$ cat src/rtl/cp0_exc_unit_pkg.sv
// cp0_exc_unit_pkg
//   Shared constants for the CP0 exception responder: exception codes,
//   CP0 register numbers, SR/Cause field positions and default contents.
//   It has no ports. The other CP0 files pull it in with
//   "import cp0_exc_unit_pkg::*".
package cp0_exc_unit_pkg;

  // Exception codes carried down the pipe
  localparam logic [4:0] EXC_INT  = 5'd0;
  localparam logic [4:0] EXC_ADEL = 5'd4;
  localparam logic [4:0] EXC_ADES = 5'd5;
  localparam logic [4:0] EXC_RI   = 5'd10;
  localparam logic [4:0] EXC_OV   = 5'd12;
  localparam logic [4:0] EXC_NONE_DEFAULT = 5'd31;

  // CP0 register numbers
  localparam logic [4:0] CP0_SR    = 5'd12;
  localparam logic [4:0] CP0_CAUSE = 5'd13;
  localparam logic [4:0] CP0_EPC   = 5'd14;
  localparam logic [4:0] CP0_PRID  = 5'd15;

  // SR / Cause field positions
  localparam int SR_IM_LO     = 10;
  localparam int SR_EXL_BIT   = 1;
  localparam int SR_IE_BIT    = 0;
  localparam int CAUSE_BD_BIT = 31;
  localparam int CAUSE_IP_LO  = 10;
  localparam int CAUSE_EXC_LO = 2;

  // Handler entry; fetch owns the redirect, so it is kept here for reference
  localparam logic [31:0] HANDLER_ADDR_DEFAULT = 32'h0000_4180;
  localparam logic [31:0] PRID_VALUE_DEFAULT   = 32'h2020_0707;

  // Word-align an address by clearing its two low bits
  function automatic logic [31:0] word_align(input logic [31:0] a);
    return a & ~32'h0000_0003;
  endfunction

endpackage

$ cat src/rtl/cp0_exc_unit.sv
// cp0_exc_unit
//   Coprocessor-0 exception responder. Decides whether to take an exception
//   or an interrupt for the instruction in M, and then captures SR/Cause/EPC.
//   It also serves mfc0 reads and mtc0 writes.
// Ports
//   clk        : rising-edge clock
//   reset      : synchronous, active-low
//   RdAddr     : mfc0 register number
//   WrAddr/WrData/WrEn : mtc0 register number, data and strobe (M stage)
//   PC_M, BD_M, ExcCode_M : victim PC, delay-slot flag and exception code in M
//   HWInt      : six level-sensitive interrupt lines
//   EXLClr     : eret retiring in M
//   RdData     : mfc0 read data (combinational, shows pre-edge state)
//   ErrSignal  : take-exception request (combinational)
//   EPCData    : eret target, with same-cycle mtc0 EPC forwarded
module cp0_exc_unit
  import cp0_exc_unit_pkg::*;
#(
  parameter logic [4:0]  EXC_NONE   = EXC_NONE_DEFAULT,
  parameter logic [31:0] PRID_VALUE = PRID_VALUE_DEFAULT
) (
  input  logic        clk,
  input  logic        reset,
  input  logic [4:0]  RdAddr,
  input  logic [4:0]  WrAddr,
  input  logic [31:0] WrData,
  input  logic        WrEn,
  input  logic [31:0] PC_M,
  input  logic        BD_M,
  input  logic [4:0]  ExcCode_M,
  input  logic [5:0]  HWInt,
  input  logic        EXLClr,
  output logic [31:0] RdData,
  output logic        ErrSignal,
  output logic [31:0] EPCData
);

  logic [5:0]  sr_im_q,     sr_im_d;
  logic        sr_exl_q,    sr_exl_d;
  logic        sr_ie_q,     sr_ie_d;
  logic        cause_bd_q,  cause_bd_d;
  logic [5:0]  cause_ip_q,  cause_ip_d;
  logic [4:0]  cause_exc_q, cause_exc_d;
  logic [31:0] epc_q,       epc_d;

  logic        int_req;
  logic        exc_req;
  logic        wr_sr;
  logic        wr_epc;
  logic [31:0] victim_pc;

  assign int_req   = (|(HWInt & sr_im_q)) & sr_ie_q & ~sr_exl_q;
  assign exc_req   = (ExcCode_M != EXC_NONE) & ~sr_exl_q;
  assign ErrSignal = int_req | exc_req;

  assign wr_sr  = WrEn & (WrAddr == CP0_SR);
  assign wr_epc = WrEn & (WrAddr == CP0_EPC);

  // A delay-slot victim restarts at its branch so the branch re-executes
  assign victim_pc = BD_M ? (PC_M - 32'd4) : PC_M;

  // Forward an mtc0 EPC so an eret one instruction behind sees the new value
  assign EPCData = wr_epc ? word_align(WrData) : epc_q;

  always_comb begin
    RdData = 32'h0;
    case (RdAddr)
      CP0_SR: begin
        RdData[SR_IM_LO +: 6] = sr_im_q;
        RdData[SR_EXL_BIT]    = sr_exl_q;
        RdData[SR_IE_BIT]     = sr_ie_q;
      end
      CP0_CAUSE: begin
        RdData[CAUSE_BD_BIT]       = cause_bd_q;
        RdData[CAUSE_IP_LO +: 6]   = cause_ip_q;
        RdData[CAUSE_EXC_LO +: 5]  = cause_exc_q;
      end
      CP0_EPC:  RdData = epc_q;
      CP0_PRID: RdData = PRID_VALUE;
      default:  RdData = 32'h0;
    endcase
  end

  always_comb begin
    sr_im_d     = sr_im_q;
    sr_exl_d    = sr_exl_q;
    sr_ie_d     = sr_ie_q;
    cause_bd_d  = cause_bd_q;
    cause_exc_d = cause_exc_q;
    epc_d       = epc_q;
    // Pending lines are sampled raw, regardless of masks or EXL
    cause_ip_d  = HWInt;

    if (ErrSignal) begin
      // The M instruction is cancelled, so any mtc0 it carries is dropped
      sr_exl_d    = 1'b1;
      cause_bd_d  = BD_M;
      epc_d       = word_align(victim_pc);
      cause_exc_d = int_req ? EXC_INT : ExcCode_M;
    end else begin
      if (wr_sr) begin
        sr_im_d  = WrData[SR_IM_LO +: 6];
        sr_exl_d = WrData[SR_EXL_BIT];
        sr_ie_d  = WrData[SR_IE_BIT];
      end
      if (wr_epc) begin
        epc_d = word_align(WrData);
      end
      // eret takes precedence over an mtc0 for the EXL bit only
      if (EXLClr) begin
        sr_exl_d = 1'b0;
      end
    end
  end

  always_ff @(posedge clk) begin
    if (!reset) begin
      sr_im_q     <= '0;
      sr_exl_q    <= 1'b0;
      sr_ie_q     <= 1'b0;
      cause_bd_q  <= 1'b0;
      cause_ip_q  <= '0;
      cause_exc_q <= '0;
      epc_q       <= '0;
    end else begin
      sr_im_q     <= sr_im_d;
      sr_exl_q    <= sr_exl_d;
      sr_ie_q     <= sr_ie_d;
      cause_bd_q  <= cause_bd_d;
      cause_ip_q  <= cause_ip_d;
      cause_exc_q <= cause_exc_d;
      epc_q       <= epc_d;
    end
  end

endmodule

$ cat config.mk
export PLATFORM = sky130hd
export DESIGN_NAME = cp0_exc_unit
export DESIGN_NICKNAME = d
export VERILOG_FILES = /design/src/rtl/cp0_exc_unit_pkg.sv /design/src/rtl/cp0_exc_unit.sv
export SDC_FILE = /design/constraint.sdc
export NUM_CORES = 1
export LEC_CHECK = 0
export CAP_MARGIN = 20
export CORE_ASPECT_RATIO = 0.5
export CORE_UTILIZATION = 42
export DETAILED_ROUTE_END_ITERATION = 8
export HOLD_SLACK_MARGIN = 0.03
export PLACE_DENSITY_LB_ADDON = 0.08
export SYNTH_ARGS = -nofsm -noshare
export SYNTH_HDL_FRONTEND = slang
export SYNTH_SLANG_ARGS = --single-unit
$ cat constraint.sdc
create_clock -name clk -period 2.2 [get_ports clk]
set_input_delay 0.44 -clock clk [delete_from_list [all_inputs] [get_ports clk]]
set_output_delay 0.44 -clock clk [all_outputs]
set_load 0.02 [all_outputs]
==> flow_metrics.tcl <==
set metrics [dict create \
    layout-drive-gt1-share 0.347 \
    vias_per_cell 5.05 \
    initial_utilization 0.443 \
    layoutNonFillerInstCount 702 \
    crit_type "in2out" \
    ys_types 53 \
    hold_start "HWInt[1]" \
    cap_violations 0 \
    worstMarginPinSlew_ps 359 \
    synth_top_area_cell "dfxtp_1" \
    firstDrtPassIters 4 \
    diodes 0 \
    mappedNetlistNets 482 \
    vias 3546 \
    startpoint "HWInt[3]" \
    placed_area_um2 5390 \
    layout_setup_ws_ps 41.1 \
    hpwl_um 8220 \
    ys_seq_elements 52 \
    fin_nets 684 \
    synthFlopType "dfxtp_1" \
    die_width_um 128 \
    crit_path_start_kind "primary input" \
    netlist_instances 391 \
    avgSynthCellArea_um2 8.49 \
    clkSinkCount 52 \
    layout_commonest_cell "clkdlybuf4s50_1" \
    ys_async_sr_fraction 0 \
    final.min_clock_period_ps 2160 \
    grt_pass1_wl_um 17700 \
    cp.required_ps 1760 \
    cts_root_buf "clkbuf_16" \
    post-place-ws_ps -610 \
    end_kind "primary output" \
    grt_overflow 0 \
    vdd_drop_max_uv 311 \
    grt_start_max_net_pins 33 \
    power.density_nw_per_um2 474 \
    critPathBufInv 3 \
    reg2reg_from "sr_im_q[0]" \
    setup_violations 0 \
    netlist_area_um2 3320 \
    wl_um 11300 \
    clock_skew_ps 7.24 \
    dp_cells 687 \
    syn_to_final_growth_pct 68.8 \
    cts.clk_slew.worst_paths_ps 70 \
    multiInputGateArea_um2 2210 \
    clkLatencyLatePin_ps 300 \
    cts_tree "yes" \
    routedWlPerCell_um 16.1 \
    die_y_um 64.9 \
    p_leak_nw 2.38 \
    synthTopCellsByArea "dfxtp_1, mux2_2, nor2_1" \
    drtIter0Drc 192 \
    grtUsageTotal 0.277 \
    fill_cells 575 \
    die_area_um2 8280 \
    grt_pass1_vias 3540 \
    cts_buffers 5 \
    drc 0 \
    min_period_over_period 0.981 \
    gp_congestion 0.861 \
    hold_path.class "in2reg" \
    antenna_found_initial 0 \
    post-route-util 0.748 \
    path_max_fanout 2 \
    synth_edf_count 0 \
    regArea_um2 1040 \
    ctsHtreeMaxLevel 2 \
    crit_slowest_cell "clkdlybuf4s50_1" \
    max_freq_ghz 0.463 \
    numPortBuffers 152 \
    arrival_ps 1720 \
    synth_seq_area_share 0.314 \
    final_cell_mix "clkdlybuf4s50_1, buf_4, dfxtp_1" \
    timing.hold.ws_ps 396 \
    cp_slowest_stage_delay_ps 430 \
    row_count 22 \
    core_um2 7490 \
    status "complete, no violations" \
    totalPowerFinal_mw 2.65 \
    post-route-cell-area_um2 5600 \
    ant_nets 0 \
    cts.path.max_buffers 2 \
    synth_warnings 0 \
    rsz0062_at_grt "no" \
    drv_slew 0 \
    max_slew_margin 0.758 \
    crit_family "compound AO/OA/AOI/OAI gates" \
    synth_top_area_frac 0.314 \
    worstPathCellList "clkdlybuf4s50_1 > a22o_1 > o31ai_4 > a31o_2 > inv_2 > buf_6" \
    finalHoldViolCount 0 \
    tns_ps 0 \
    num_io_pins 155 \
]
## state kept, by name, indices dropped and copies added, names as in the netlist
name and flops:
cause_exc_q 5, sr_exl_q 1, cause_bd_q 1, sr_im_q 6, sr_ie_q 1, cause_ip_q 6, epc_q 32
## layer usage
layer	vias up	share of wire	GRT usage
li1	1788	-	-
met1	1649	0.47	0.370
met2	103	0.46	0.463
met3	6	0.068	0.0661
met4	0	0.0039	0.0397
met5	-	0	0
## cells in the mapped netlist (all sizes together), types with 8 or more instances
| cell type | n |
|---|---|
| a211oi | 15 |
| mux2 | 30 |
| nand2 | 34 |
| nand3 | 10 |
| dfxtp | 52 |
| and2 | 23 |
| o21ai | 16 |
| mux2i | 13 |
| xor2 | 18 |
| nor2 | 50 |
| nor3 | 8 |
| buf | 13 |
| clkbuf | 13 |
| xnor2 | 8 |
| a21oi | 28 |
## final timing paths
path	cells past startpoint	slack, ps	to
setup / recovery	6	40	ErrSignal
hold reg to reg	2	460	cause_exc_q[0]
hold / removal	2	400	cause_ip_q[1]
setup reg to reg	8	270	epc_q[3]
## cell type report
type                       count  area share
inverter                       5     0.00335
timing repair buffer         221       0.367
multi-input combinational    308       0.394
tap                          108      0.0241
sequential                    52       0.186
clock buffer                   5      0.0223
clock inverter                 3     0.00380
## power breakdown
group | internal [mW] | switching [mW] | total, mW
Sequential | 1.01 | 0.0396 | 1.05
Combinational | 0.424 | 0.374 | 0.798
Clock | 0.425 | 0.383 | 0.808
Total | 1.86 | 0.797 | 2.65
## worst reg2reg max path, stage by stage, from the launching register on
cell and delay, ps:
dfxtp_1 330, a22o_1 260, o31ai_4 270, a31o_2 230, inv_2 70, buf_4 190, buf_12 180, o211ai_1 190
a21oi_1 110
## logic make-up after synthesis
kind of cell	synth area share
and+or+nand+nor	0.261
AOI/OAI and AO/OA	0.165
DFF	0.314
muxes	0.141
buffers and inverters	0.0464
xor gates and xnor gates	0.0686
adders and majority gates	0.00377
## what timing repair did
item / in CTS / in global routing
cloned: 4 / 0
gates resized for setup: 334 / 19
endpoints found under the setup margin: 65 / 51
buffers inserted: 6 / 0
hold buffers: 0 / 0
pin swaps: 6 / 7
No activity file was read; power rests on OpenSTA's default activity.
